==> src/rtl/quad_enc_pkg.sv <==
// quad_enc_pkg: shared definitions for the quadrature encoder emulator.
//   - mode encodings driven by the PS-side config registers
//   - {a,b} Gray phase type and the forward/backward phase step functions
package quad_enc_pkg;

    localparam logic [1:0] MODE_STOP = 2'b00;
    localparam logic [1:0] MODE_CONT = 2'b01;
    localparam logic [1:0] MODE_STEP = 2'b10;
    localparam logic [1:0] MODE_RSVD = 2'b11;  // behaves as stop

    // Encoder phase packed as {a, b}.
    typedef logic [1:0] phase_t;

    localparam phase_t PHASE_RESET = 2'b00;

    // Increment order (A leads B): 00 -> 10 -> 11 -> 01 -> 00.
    function automatic phase_t next_phase(input phase_t p);
        case (p)
            2'b00:   return 2'b10;
            2'b10:   return 2'b11;
            2'b11:   return 2'b01;
            default: return 2'b00;
        endcase
    endfunction

    // Decrement order: 00 -> 01 -> 11 -> 10 -> 00.
    function automatic phase_t prev_phase(input phase_t p);
        case (p)
            2'b00:   return 2'b01;
            2'b01:   return 2'b11;
            2'b11:   return 2'b10;
            default: return 2'b00;
        endcase
    endfunction

    function automatic phase_t step_phase(input phase_t p, input logic dir);
        return dir ? prev_phase(p) : next_phase(p);
    endfunction

endpackage

==> src/rtl/quad_enc_tick.sv <==
// quad_enc_tick: edge-interval timer.
//   clk    in  clock
//   rstn   in  synchronous active-low reset
//   run    in  count while high; counter held at 0 while low
//   period in  interval length minus one (PERIOD_W bits)
//   tick   out one-cycle strobe at the end of each interval
// The active period is captured only while idle and at each tick, so a new
// period value never shortens or stretches the interval already running.
module quad_enc_tick #(
    parameter int PERIOD_W = 29
) (
    input  logic                clk,
    input  logic                rstn,
    input  logic                run,
    input  logic [PERIOD_W-1:0] period,
    output logic                tick
);

    logic [PERIOD_W-1:0] per_act;
    logic [PERIOD_W-1:0] cnt;

    assign tick = run && (cnt == per_act);

    // NOTE: sequential state uses non-blocking assignments so every register
    // samples pre-edge values regardless of statement order.
    always_ff @(posedge clk) begin
        if (!rstn) begin
            cnt     <= '0;
            per_act <= period;
        end else if (!run || tick) begin
            cnt     <= '0;
            per_act <= period;
        end else begin
            cnt     <= cnt + 1'b1;
        end
    end

endmodule

==> src/rtl/quad_enc_gen.sv <==
// quad_enc_gen: quadrature encoder emulator (A/B/Z) with position tracking.
//   clk, rstn          clock, synchronous active-low reset
//   mode               00 stop, 01 continuous, 10 step, 11 stop
//   dir                0 increment (A leads B), 1 decrement
//   period             edge interval = period+1 cycles
//   cpr                counts per revolution; 0 = free-run without auto Z
//   step_cnt, start    step mode edge count and arming pulse
//   z_force            rising edge issues a manual Z pulse
//   pos_load/pos_value position preset
//   rot_a/rot_b/rot_z  registered encoder outputs
//   position           current count
//   busy, done         step sequence in progress / completion pulse
module quad_enc_gen
    import quad_enc_pkg::*;
#(
    parameter int PERIOD_W = 29,
    parameter int POS_W    = 24,
    parameter int STEP_W   = 32,
    parameter int Z_WIDTH  = 50
) (
    input  logic                clk,
    input  logic                rstn,
    input  logic [1:0]          mode,
    input  logic                dir,
    input  logic [PERIOD_W-1:0] period,
    input  logic [POS_W-1:0]    cpr,
    input  logic [STEP_W-1:0]   step_cnt,
    input  logic                start,
    input  logic                z_force,
    input  logic                pos_load,
    input  logic [POS_W-1:0]    pos_value,
    output logic                rot_a,
    output logic                rot_b,
    output logic                rot_z,
    output logic [POS_W-1:0]    position,
    output logic                busy,
    output logic                done
);

    localparam int ZC_W = (Z_WIDTH > 1) ? $clog2(Z_WIDTH) : 1;

    logic              moving;
    logic              tick;
    phase_t            phase;
    logic [POS_W-1:0]  pos;
    logic [POS_W-1:0]  pos_edge;
    logic              z_force_d;
    logic              z_trig;
    logic [ZC_W-1:0]   z_cnt;
    logic [STEP_W-1:0] remaining;

    assign moving = (mode == MODE_CONT) || ((mode == MODE_STEP) && busy);

    quad_enc_tick #(.PERIOD_W(PERIOD_W)) u_tick (
        .clk    (clk),
        .rstn   (rstn),
        .run    (moving),
        .period (period),
        .tick   (tick)
    );

    // Position the next edge would produce, wrapping at the revolution size.
    // NOTE: every always_comb output gets a default first so no path can
    // leave it unassigned and infer a latch.
    always_comb begin
        pos_edge = pos;
        if (!dir) begin
            pos_edge = (cpr != '0 && pos == cpr - 1'b1) ? '0 : pos + 1'b1;
        end else begin
            pos_edge = (cpr != '0 && pos == '0) ? cpr - 1'b1 : pos - 1'b1;
        end
    end

    // Auto Z only when the edge itself lands on 0; a same-cycle preset wins.
    assign z_trig = (tick && !pos_load && cpr != '0 && pos_edge == '0)
                 || (z_force && !z_force_d);

    always_ff @(posedge clk) begin
        if (!rstn) begin
            phase     <= PHASE_RESET;
            pos       <= '0;
            z_force_d <= 1'b0;
            z_cnt     <= '0;
            rot_z     <= 1'b0;
        end else begin
            z_force_d <= z_force;
            if (tick) begin
                phase <= step_phase(phase, dir);
            end
            if (pos_load) begin
                pos <= pos_value;
            end else if (tick) begin
                pos <= pos_edge;
            end
            // rot_z stays high for Z_WIDTH cycles; a new trigger restarts it.
            if (z_trig) begin
                rot_z <= 1'b1;
                z_cnt <= ZC_W'(Z_WIDTH - 1);
            end else if (z_cnt != '0) begin
                z_cnt <= z_cnt - 1'b1;
            end else begin
                rot_z <= 1'b0;
            end
        end
    end

    // Step sequencer: arm, count edges down, finish or abort.
    always_ff @(posedge clk) begin
        if (!rstn) begin
            busy      <= 1'b0;
            remaining <= '0;
            done      <= 1'b0;
        end else begin
            done <= 1'b0;
            if (busy && mode != MODE_STEP) begin
                busy      <= 1'b0;
                remaining <= '0;
            end else if (busy && tick) begin
                remaining <= remaining - 1'b1;
                // Last edge: busy falls together with the output change.
                if (remaining == STEP_W'(1)) begin
                    busy <= 1'b0;
                    done <= 1'b1;
                end
            end else if (!busy && start && mode == MODE_STEP) begin
                if (step_cnt == '0) begin
                    done <= 1'b1;
                end else begin
                    remaining <= step_cnt;
                    busy      <= 1'b1;
                end
            end
        end
    end

    assign rot_a    = phase[1];
    assign rot_b    = phase[0];
    assign position = pos;

endmodule

==> config.mk <==
export PLATFORM = sky130hd
export DESIGN_NAME = quad_enc_gen
export DESIGN_NICKNAME = d
export VERILOG_FILES = /design/src/rtl/quad_enc_pkg.sv /design/src/rtl/quad_enc_tick.sv /design/src/rtl/quad_enc_gen.sv
export SDC_FILE = /design/constraint.sdc
export NUM_CORES = 1
export LEC_CHECK = 0
export ABC_AREA = 1
export BUFFER_PORTS_ARGS = -buffer_cell sky130_fd_sc_hd__buf_2
export CORE_ASPECT_RATIO = 0.7
export CORE_UTILIZATION = 35
export CTS_BUF_LIST = sky130_fd_sc_hd__clkbuf_4 sky130_fd_sc_hd__clkbuf_8
export CTS_CLUSTER_SIZE = 12
export DETAILED_ROUTE_END_ITERATION = 8
export PLACE_DENSITY = 0.57
export SLEW_MARGIN = 20
export SYNTH_ARGS = -nofsm -noshare
export SYNTH_HDL_FRONTEND = slang
export SYNTH_SLANG_ARGS = --single-unit
==> constraint.sdc <==
create_clock -name clk -period 4.6 [get_ports clk]
set_clock_uncertainty 0.2 [all_clocks]
set_input_delay 1.15 -clock clk [delete_from_list [all_inputs] [get_ports clk]]
set_output_delay 1.15 -clock clk [all_outputs]
set_load 0.05 [all_outputs]
======== Yosys cells after proc, flatten, opt, wreduce, memory -nomap -nowiden ========
Cells that the tools add are included.
word-level totals
  output and inout bits ................... 29
  logic and storage cells ................. 89
  bits in registers ....................... 126
  bits of input ports ..................... 117
operators by class
  eq/ne operators ......................... 13
  muxes and demuxes ....................... 25
  $add $sub $neg .......................... 6
  reduce and logical (&&, ||, !) cells .... 33
  bitwise operators ....................... 1
operator list
  kind                     number
  $mux W24                 5
  $mux W32                 3
  $mux W29                 2
  $logic_not A24 Y1        2
  $sub A24 B1 Y24 const B  2
  $eq A32 B1 Y1 const B    1
  $logic_not A32 Y1        1
  $sub A32 B1 Y32 const B  1
  $add A29 B1 Y29 const B  1
  $eq A29 B29 Y1           1
  $add A24 B1 Y24 const B  1
  $eq A24 B24 Y1           1
  $reduce_bool A24 Y1      1
  $logic_and A1 B1 Y1      12
  $mux W6                  2
  $pmux W2 S3              2
  $mux W1                  10
  $eq A2 B2 Y1 const B     3
  $ne A2 B2 Y1 const B     3
  $reduce_bool A2 Y1       3
  $reduce_bool A6 Y1       1
  $reduce_or A2 Y1         3
  $sub A6 B1 Y6 const B    1
  $eq A2 B1 Y1 const B     2
  other kinds (8)          14

======== Longest topological paths before layout ========
Gate-level depths: netlist of the first run.
  depth in word-level cells ............... 9
  depth in mapped cells ................... 25
  depth with buffers taken out ............ 24

======== By module ========
A second synthesis of the first run with hierarchy kept.
unflattened totals
  cells, all modules ...................... 1523
  area, all modules ....................... 9515.4 µm²
by module, submodules not included
  module         area each (µm²)  times used  cells each  seq. area each (µm²)
  quad_enc_gen   6610.1           1           1193        1361.3
  quad_enc_tick  2905.3           1           330         1451.4

======== Least setup slack after synthesis of the first run ========
OpenSTA, ideal clock, no wires.
  kind .................................... input-to-reg
  start point ............................. input cpr[0]
  end point ............................... register z_cnt[2]
  data arrival time ....................... 3233 ps
  setup time .............................. 112 ps
  buffers on the path ..................... 1
  stages on the path ...................... 23
  slack ................................... 1054 ps
  required time ........................... 4288 ps
  cells stage by stage .................... clkinv_1 > ha_1 > nand2_2 > nand2_1 > nand2_1 > nand2_1 > nand2_1 > nand2_1 > nor2_1 > nand2_1 > nor2_1 > nand2_1 > nor2_4 > nand2_4 > buf_6 > a21oi_2 > nand2_1 > nor2_1 > nand2_1 > nor2_4 > nand2_4 > nand3_1 > nor2_1
between the ends
  longest elaborated chain between the ends .. 9
  elaborated cells on any way between the ends .. 13
  those cells by class .................... add/sub (1); eq/ne (1); mux (3); reduce/logical (8)
ends and longest elaborated chain
  what                                 RTL line                                source
  start: declaration                   quad_enc_gen.sv:26                      input logic [POS_W-1:0] cpr,
  $sub A24 B1 Y24                      quad_enc_gen.sv:68, quad_enc_gen.sv:70
  $eq A24 B24 Y1                       quad_enc_gen.sv:68                      pos_edge = (cpr != '0 && pos == cpr - 1'b1) ? '0 : pos + 1'b1;
  $logic_and A1 B1 Y1                  quad_enc_gen.sv:68
  $mux W24                             quad_enc_gen.sv:68
  $mux W24                             quad_enc_gen.sv:67                      if (!dir) begin
  $logic_not A24 Y1                    quad_enc_gen.sv:75                      assign z_trig = (tick && !pos_load && cpr != '0 && pos_edge == '0)
  $logic_and A1 B1 Y1 *                quad_enc_gen.sv:75
  $logic_or A1 B1 Y1 *                 quad_enc_gen.sv:76                      || (z_force && !z_force_d);
  $reduce_or A2 Y1 (no source line) *  -
  end signal: assignment               quad_enc_gen.sv:98                      z_cnt <= ZC_W'(Z_WIDTH - 1);
  end signal: assignment               quad_enc_gen.sv:100                     z_cnt <= z_cnt - 1'b1;
  end: declaration                     quad_enc_gen.sv:49                      logic [ZC_W-1:0] z_cnt;
Every way passes the cells marked *; elsewhere a longest branch is shown, timed or not.
A chain may end at the register's enable or synchronous reset.

======== Worst setup path after layout of the first run ========
Ends and elaborated chain as after synthesis.

==> flow_metrics.py, run 1 <==
metrics = {
    "route": {
        "wl_per_cell_um": 15.5,
        "drt_iter0_drc": 970,
        "route.vias.total": 9760,
        "routed_wl_um": 29600,
        "drtPass1Iterations": 5,
        "viasPerCell": 5.11,
        "drc_errors": 0,
        "antenna_left": 0,
    },
    "logic_synthesis": {
        "yosys_warnings": 0,
        "avgSynthCellArea_um2": 6.40,
        "synth.area.top_cells": "dfxtp_1, nand2_1, edfxtp_1",
        "yosysTopAreaCellShare_pct": 21.1,
        "yosysUniqueCellTypes": 51,
        "synthCells": 1436,
        "yosys.area.top_type": "dfxtp_1",
        "synth_seq_area_share_pct": 30.6,
        "synth-main-ff-cell": "dfxtp_1",
        "ys_seq_elements": 126,
        "synth_fp_nets": 1560,
        "synth_edf_count": 29,
        "synth_area_um2": 9190,
        "async_reset_ff_share_pct": 0,
    },
    "setup_path": {
        "critPathKind": "in -> reg",
        "rrSetupSlack_ns": 1.21,
        "rr_endpoint": "remaining[15]",
        "reg2reg_depth": 13,
        "r2r_start": "u_tick.cnt[6]",
        "cp_max_fo": 24,
        "critPathLaunchType": "input port",
        "worstSetupEndpointType": "register",
        "cp.required_ns": 4.74,
        "arrival_ns": 4.09,
    },
    "placed_design": {
        "place_hpwl_um": 23200,
        "gp_congestion": 0.911,
        "io_buffers": 145,
    },
    "clocking": {
        "cts_setup_buffers": 0,
        "cts-buffers-inserted": 17,
        "cts_resized": 0,
        "cts_root_buf": "clkbuf_8",
        "h-tree-depth": 4,
        "clk-insertion-delay-late_ns": 0.44,
        "clock-sinks": 126,
        "holdBufCountCts": 0,
        "cts_tree": "built",
        "clockBufferDepth": 2,
        "clkTransAtPathRegs_ns": 0.07,
    },
    "floorplanning": {
        "coreArea_um2": 25700,
        "die_height_um": 138,
        "die_w_um": 196,
        "start_util_pct": 35.7,
        "die_area_um2": 26900,
        "rows": 49,
        "io_pins": 146,
    },
    "sta": {
        "rsz0062_at_grt": "no",
        "setup_tns_ns": 0,
        "finalCriticalPeriod_ns": 3.96,
        "drv_slew": 0,
        "fin_crit_sh_pct": 86.0,
        "setup_viol": 0,
        "max_freq_mhz": 253,
        "finalHoldWorstSlack_ns": 0.299,
        "tightest_slew_ns": 0.817,
        "timing.slew.headroom_pct": 45.5,
        "hold_violations": 0,
    },
    "global_route": {
        "grt_pass1_wl_um": 46600,
        "grt_remaining_overflow": 0,
        "grt_max_degree": 45,
        "grt_usage_pct": 22.2,
        "grt_pass1_vias": 8632,
        "antenna_found_initial": 0,
    },
    "cells_and_area": {
        "diodes": 0,
        "layout_commonest_cell": "nand2_1",
        "fin_util_pct": 41.5,
        "nNetsFinal": 1691,
        "nFillCells": 2759,
        "layout_common_cells": "nand2_1, nor2_1, inv_1",
        "area_delta_synth_final_pct": 16.3,
        "drive_gt1_share_pct": 16.1,
    },
    "min_path": {
        "hold_start": "remaining[8]",
        "whs_path_depth": 2,
        "hold_end": "remaining[8]",
        "hp-class": "reg -> reg",
    },
    "pwr": {
        "p_leak_nw": 4.81,
        "irDropWorstVdd_v": 0.000180,
        "p_per_area_nw_per_um2": 285,
    },
    "status": {
        "run_status": "completed",
    },
    "job": {
        "drv_cap": 0,
    },
}
layer usage:
layer / vias up / track usage (%) / wire length, um
met5: - / 0 / 0
met4: 0 / 3.81 / 237
met3: 21 / 3.89 / 2120
met2: 342 / 30.8 / 11400
met1: 4445 / 35.0 / 15900
li1: 4952 / - / -
flip-flops by register name, summed over array words and instances (netlist names):
| register | flops |
|---|---|
| position | 24 |
| busy | 1 |
| phase | 2 |
| rot_z | 1 |
| z_force_d | 1 |
| done | 1 |
| u_tick.cnt | 29 |
| u_tick.per_act | 29 |
| z_cnt | 6 |
| remaining | 32 |
critical path, stage by stage:
cell and delay [ns]:
buf_2 0.14, clkinv_1 0.06, ha_1 0.22, nand2_1 0.12, nor2_1 0.31, nand2_1 0.09
nand2_1 0.12, a21oi_1 0.07, nor2_1 0.25, nand2_1 0.09, nor2_1 0.10, nand2_1 0.10
nor2_4 0.11, nand2_4 0.21, a21oi_1 0.30, nand2_1 0.08, nor2_1 0.10, nand2_1 0.13
nor2_4 0.12, nand2_4 0.07, nand3_1 0.09, nor2_1 0.05
cell usage after synthesis, drive strengths merged, types with 6 or more instances:
cell type and n:
edfxtp 29, clkbuf 39, or2 25, o21a 8, inv 157, buf 8
nand3 105, o21ai 47, nor4 18, xor2 57, nand2 405, a21oi 91
a31oi 39, dfxtp 97, nand4 20, nor3 34, o211ai 6, xnor2 18
nor2 196, ha 7
layout make-up:
class	instances	area, um^2	area share, %
Multi-Input combinational cell	1105	5570	52.2
Clock inverter	14	216	2.03
Tap cell	331	414	3.88
Clock buffer	18	241	2.26
Inverter	158	593	5.55
Timing Repair Buffer	159	831	7.78
Sequential cell	126	2810	26.3
kinds of logic after synthesis:
logic type	count (synthesis)	share of synthesized area (%)
xor gates and xnor gates	77	7.66
and+or+nand+nor	814	38.9
buffers and inverters	205	8.69
DFF	126	30.6
adders and majority gates	7	0.954
AOI/OAI and AO/OA	207	13.2
power by group:
group          switching [mW]  leakage (nW)  internal, mW
logic                   0.437          3.49         0.235
registers              0.0578          1.09          1.19
clock network           0.478         0.222         0.652
total                   0.973          4.81          2.07
worst max path at each step:
stage | start | to | slack, ns | cells after the start
global route | cpr[0] | z_cnt[3] | 0.26 | 22
detailed placement | cpr[0] | z_cnt[2] | 0.25 | 22
global placement | cpr[0] | z_cnt[3] | 0.34 | 22
finish | cpr[0] | z_cnt[2] | 0.64 | 22
CTS | cpr[0] | z_cnt[2] | 0.73 | 22
floorplan | cpr[0] | z_cnt[2] | 1.05 | 23
stage by stage:
stage	instances	area, um^2	power (mW)	setup WS (ns)
finish	1911	10700	3.05	0.643
global route	1911	10700	3.21	0.259
CTS	1911	10700	3.07	0.726
detailed placement	1879	10200	1.93	0.253
global placement	1879	10200	1.93	0.336
floorplan	1436	9190	1.72	1.05
Note: power is estimated with default switching activity, not from simulation.
==> inputs of run 2 (changes only) <==
- RECOVER_POWER: not set -> 25
==> run 2 against run 1 <==
Against the previous run:
- sequential cell count unchanged
- via count is 0.10% lower
- setup slack worse by 0.017 ns
- sequential share of layout area is 0.065 points higher
- global-route usage did not move
- total power shrank 0.22%
- cell count stayed put
- utilization decreased by 0.10 points
- clock-buffer cell count did not move
- design area shrank 0.25%
- sequential power hardly changed
- largest power group unchanged
==> flow_metrics.py, run 2 (same netlist as run 1, synthesis figures left out) <==
metrics = {
    "clocking": {
        "clock-sinks": 126,
        "clk-insertion-delay-late_ns": 0.44,
        "h-tree-depth": 4,
        "clockBufferDepth": 2,
        "cts_setup_buffers": 0,
        "clkTransAtPathRegs_ns": 0.07,
        "cts_tree": "built",
        "cts-buffers-inserted": 17,
        "cts_resized": 0,
        "holdBufCountCts": 0,
        "cts_root_buf": "clkbuf_8",
    },
    "cells_and_area": {
        "layout_commonest_cell": "nand2_1",
        "drive_gt1_share_pct": 15.1,
        "layout_common_cells": "nand2_1, nor2_1, inv_1",
        "reg.largest.list": "remaining (32), u_tick.cnt (29), u_tick.per_act (29)",
        "nFillCells": 2763,
        "nNetsFinal": 1691,
        "largest_register_ffs": 32,
        "fin_area_um2": 10700,
        "area_delta_synth_final_pct": 16.0,
        "diodes": 0,
        "top_register": "remaining",
    },
    "sta": {
        "rsz0062_at_grt": "no",
        "tightest_slew_ns": 0.840,
        "max_freq_mhz": 252,
        "hold_violations": 0,
        "timing.slew.headroom_pct": 44.0,
        "setup_viol": 0,
        "fin_crit_sh_pct": 86.4,
        "finalCriticalPeriod_ns": 3.97,
        "setup_tns_ns": 0,
        "drv_slew": 0,
    },
    "route": {
        "wl_per_cell_um": 15.5,
        "antenna_left": 0,
        "route.vias.total": 9750,
        "drtPass1Iterations": 6,
        "viasPerCell": 5.10,
        "routed_wl_um": 29600,
        "drc_errors": 0,
        "drt_iter0_drc": 1077,
    },
    "pwr": {
        "swShare_pct": 31.9,
        "combPwrFrac_pct": 22.0,
        "switching_power_uw": 968,
        "p_int_mw": 2.07,
        "p_per_area_nw_per_um2": 285,
        "p_leak_nw": 4.75,
        "seq_power_share_pct": 40.9,
        "irDropWorstVdd_v": 0.000178,
        "clock_power_share_pct": 37.0,
    },
    "floorplanning": {
        "start_util_pct": 35.7,
        "die_w_um": 196,
        "die_height_um": 138,
        "rows": 49,
        "io_pins": 146,
        "die_area_um2": 26900,
        "coreArea_um2": 25700,
    },
    "global_route": {
        "grt_max_degree": 45,
        "antenna_found_initial": 0,
        "grt_pass1_wl_um": 46600,
        "grt_pass1_vias": 8632,
        "grt_usage_pct": 22.2,
        "grt_remaining_overflow": 0,
    },
    "setup_path": {
        "worstSetupEndpointType": "register",
        "cp.required_ns": 4.73,
        "cp_max_fo": 24,
        "critPathLaunchType": "input port",
        "reg2reg_depth": 13,
        "rrSetupSlack_ns": 1.03,
        "critPathKind": "in -> reg",
        "arrival_ns": 4.11,
    },
    "status": {
        "run_status": "completed",
    },
    "placed_design": {
        "io_buffers": 145,
        "place_hpwl_um": 23200,
        "gp_congestion": 0.911,
        "placed_cell_area_um2": 10200,
    },
    "min_path": {
        "hp-class": "reg -> reg",
        "whs_path_depth": 2,
    },
    "job": {
        "drv_cap": 0,
    },
}
==> run 2: worst max-delay path, cell delays in order <==
cell      delay [ns]
buf_2           0.14
clkinv_1        0.06
ha_1            0.22
nand2_1         0.12
nor2_1          0.31
nand2_1         0.09
nand2_1         0.11
a21oi_1         0.07
nor2_1          0.26
nand2_1         0.09
nor2_1          0.10
nand2_1         0.10
nor2_4          0.11
nand2_4         0.21
a21oi_1         0.34
nand2_1         0.09
nor2_1          0.09
nand2_1         0.09
nor2_2          0.13
nand2_4         0.09
nand3_1         0.09
nor2_1          0.05
==> run 2: area by class of cell <==
| type | instances | area (um^2) | share of cell area [%] |
|---|---|---|---|
| multi-input cells | 1105 | 5570 | 52.3 |
| flip-flops and latches | 126 | 2810 | 26.4 |
| repair buffers | 159 | 810 | 7.60 |
| inverters | 158 | 593 | 5.57 |
| well taps | 331 | 414 | 3.89 |
| clock buffers | 18 | 241 | 2.27 |
| clock inverters | 14 | 216 | 2.03 |
==> run 2: routing by layer <==
layer | track usage (%) | wire length, um
met4 | 3.81 | 237
met5 | 0 | 0
met2 | 30.8 | 11500
met1 | 35.0 | 15800
met3 | 3.89 | 2120
==> run 2: metrics by stage <==
stage               worst slack (ns)  power [mW]  hold slack [ns]  util (%)  std cells
floorplan                       1.05        1.72            0.251         -       1436
global placement               0.336        1.93            0.276      39.7       1879
detailed placement             0.253        1.93            0.284      39.7       1879
CTS                            0.726        3.07            0.296      41.5       1911
global route                   0.255        3.21            0.317      41.4       1911
finish                         0.626        3.04            0.298      41.4       1911
==> run 2: power by group through the flow <==
stage | Combinational (mW) | Sequential, mW | Clock [mW]
after floorplan | 0.433 | 1.29 | 0
after global placement | 0.658 | 1.27 | 0
after detailed placement | 0.662 | 1.27 | 0
after CTS | 0.666 | 1.24 | 1.16
after global routing | 0.751 | 1.25 | 1.21
final | 0.670 | 1.24 | 1.13
==> run 2: worst paths after layout <==
path / end / startpoint
min reg2reg: remaining[8] / remaining[8]
max reg2reg: remaining[15] / u_tick.per_act[5]
min: remaining[8] / remaining[8]
max: z_cnt[2] / cpr[0]
==> inputs of run 3 (changes only) <==
- ABC_AREA: 1 -> not set
==> run 3 against run 2 <==
Against the previous run:
- non-clock buffer count rose by 58
- design area fell by 3.9%
- utilization rose by 1.8 points
- sequential share of layout area rose by 1.1 points
- maximum frequency fell by 11%
- wire length fell by 2.3%
- critical path depth fell by 10
- critical path type unchanged
==> flow_metrics.py, run 3 <==
metrics = {
    "cells_and_area": {
        "nNetsFinal": 1354,
        "drive_gt1_share_pct": 21.3,
        "nFillCells": 2439,
        "reg.largest.list": "remaining (32), u_tick.cnt (29), u_tick.per_act (29)",
        "diodes": 0,
        "top_register": "remaining",
        "multi_input_area_um2": 5300,
        "area_delta_synth_final_pct": 20.9,
        "layout_common_cells": "buf_2, nor2_1, dfxtp_1",
        "layout_commonest_cell": "buf_2",
        "largest_register_ffs": 32,
        "seq_area_um2": 2810,
    },
    "logic_synthesis": {
        "yosysTopAreaCellShare_pct": 22.9,
        "yosys.area.top_type": "dfxtp_1",
        "synth-main-ff-cell": "dfxtp_1",
        "synth_seq_area_share_pct": 33.2,
        "synth_fp_nets": 1192,
        "ys_seq_elements": 126,
        "yosysUniqueCellTypes": 75,
        "synth.area.top_cells": "dfxtp_1, edfxtp_1, xnor2_1",
        "synthMostInstantiatedCell": "nor2_1",
        "avgSynthCellArea_um2": 7.93,
        "synth_commonest_cells": "nor2_1, dfxtp_1, xnor2_1",
        "yosys_warnings": 0,
        "synthCells": 1068,
        "synth_area_um2": 8470,
        "async_reset_ff_share_pct": 0,
        "synth_edf_count": 29,
    },
    "setup_path": {
        "reg2reg_depth": 10,
        "crit_chain": "buf_2 > or4_4 > or2_0 > a2111oi_0 > o2111ai_1 > nor4_1 > buf_4 > nand4_1 > and2_1 > buf_4 > a221oi_1 > nor3_1",
        "critPathKind": "in -> reg",
        "arrival_ns": 4.58,
        "max_stage_delay_ns": 0.63,
        "path_buf_inv": 3,
        "cp.required_ns": 4.73,
        "crit_top_cell": "buf_4",
        "critPathLaunchType": "input port",
        "cp_max_fo": 5,
        "critPathTopFamily": "simple AND/OR/NAND/NOR gates",
        "worstSetupEndpointType": "register",
        "crit_slowest_cell": "a2111oi_0",
        "rr_endpoint": "z_cnt[3]",
        "rrSetupSlack_ns": 0.47,
        "r2r_start": "position[20]",
    },
    "placed_design": {
        "pre_cts_slack_ns": -0.175,
        "place_hpwl_um": 22300,
        "io_buffers": 145,
        "gp_congestion": 0.922,
    },
    "global_route": {
        "grt_pass1_vias": 7814,
        "grt_usage_pct": 23.1,
        "grt_max_degree": 32,
        "antenna_found_initial": 0,
        "grt_pass1_wl_um": 44800,
        "grt_remaining_overflow": 0,
    },
    "pwr": {
        "total_power_mw": 2.89,
        "seq_power_share_pct": 43.1,
        "p_int_mw": 1.93,
        "irDropWorstVdd_v": 0.000179,
        "switching_power_uw": 956,
        "p_per_area_nw_per_um2": 282,
        "clock_power_share_pct": 35.0,
        "p_leak_nw": 3.73,
        "swShare_pct": 33.1,
        "combPwrFrac_pct": 21.9,
    },
    "route": {
        "drt_iter0_drc": 787,
        "drtPass1Iterations": 8,
        "wl_per_cell_um": 18.5,
        "antenna_left": 0,
        "viasPerCell": 5.59,
        "drc_errors": 0,
        "routed_wl_um": 28900,
        "route.vias.total": 8720,
    },
    "floorplanning": {
        "coreArea_um2": 23700,
        "die_area_um2": 24800,
        "die_w_um": 188,
        "start_util_pct": 35.7,
        "die_height_um": 132,
        "io_pins": 146,
        "rows": 47,
    },
    "status": {
        "run_status": "completed",
    },
    "clocking": {
        "cts_setup_buffers": 0,
        "cts_tree": "built",
        "cts_resized": 0,
        "cts-buffers-inserted": 17,
        "holdBufCountCts": 0,
        "clk-insertion-delay-late_ns": 0.45,
        "cts_root_buf": "clkbuf_8",
        "clockBufferDepth": 2,
        "h-tree-depth": 4,
        "clock-sinks": 126,
        "clkTransAtPathRegs_ns": 0.09,
    },
    "sta": {
        "setup_viol": 0,
        "drv_slew": 0,
        "rsz0062_at_grt": "no",
        "max_freq_mhz": 225,
        "timing.final.ws_setup_ns": 0.147,
        "timing.slew.headroom_pct": 23.0,
        "hold_violations": 0,
        "fin_crit_sh_pct": 96.8,
        "finalCriticalPeriod_ns": 4.45,
        "tightest_slew_ns": 1.16,
    },
    "min_path": {
        "hp-class": "reg -> reg",
        "hold_end": "remaining[8]",
        "hold_start": "remaining[8]",
        "whs_path_depth": 2,
    },
    "job": {
        "drv_cap": 0,
    },
}
-- run 3: cell types whose count changed after synthesis, moves of 27 or more --
cell,previous run,this run
clkbuf_1,38,65
inv_1,153,17
nand2_1,399,85
nand3_1,104,43
nor2_1,176,111
nor3_1,31,64
xnor2_1,18,92
-- run 3: per-stage QoR --
stage	util, %	hold slack (ns)	cells	area (um^2)	setup TNS (ns)
6_report	43.2	0.276	1561	10200	0
2_1_floorplan	-	0.238	1068	8470	0
5_1_grt	43.2	0.312	1561	10200	0
3_3_place_gp	41.5	0.264	1529	9840	-0.477
4_1_cts	43.3	0.272	1561	10300	0
3_5_place_dp	41.5	0.256	1529	9840	-1.30
-- run 3: cell type report --
class                           count  share of cell area, %
Clock buffer                       17                   2.29
Clock inverter                     15                   1.70
Inverter                           18                  0.660
Multi-Input combinational cell    850                   51.7
Sequential cell                   126                   27.5
Tap cell                          318                   3.89
Timing Repair Buffer              217                   12.3
-- run 3: metal layers --
layer	GRT usage (%)	vias to the layer above	part of all wire [%]
met1	37.1	4030	52
met4	4.29	0	0.77
li1	-	4231	-
met2	29.0	426	38
met3	6.97	33	10
met5	0	-	0
-- run 3: tightest hold or removal path, delay by kind of cell, from the launching register on --
family           cells  cell delay, ns
flip-flops           1            0.32
AND/OR/NAND/NOR      1            0.06
AO/OA/AOI/OAI        1            0.05
-- run 3: power by group through the flow --
stage               sequential (mW)  combinational (mW)  clock, mW
finish                         1.24               0.632       1.01
detailed placement             1.27               0.618          0
global placement               1.27               0.617          0
CTS                            1.24               0.621       1.04
floorplan                      1.30               0.362          0
global route                   1.25               0.681       1.09
-- run 3: cell families (layout without fill, tap and decap cells) --
group | count (synthesis) | count (layout) | share of synthesized area, %
mux | 7 | 7 | 0.842
xor+xnor | 136 | 136 | 14.2
simple gates | 476 | 476 | 29.0
fa+ha+maj | 7 | 7 | 1.03
flops | 126 | 126 | 33.2
buf+inv | 92 | 267 | 4.37
compound gates | 224 | 224 | 17.3
-- run 3: how the worst max path moves through the flow --
stage            start            to  slack (ns)  cells past startpoint
6_report       cpr[13]  position[20]        0.15                     12
4_1_cts         cpr[0]      z_cnt[3]        0.32                     14
3_3_place_gp   cpr[13]  position[20]       -0.14                     13
2_1_floorplan  cpr[13]      z_cnt[3]        0.17                     12
3_5_place_dp    cpr[0]      z_cnt[3]       -0.17                     14
5_1_grt         cpr[0]      z_cnt[2]        0.02                     14
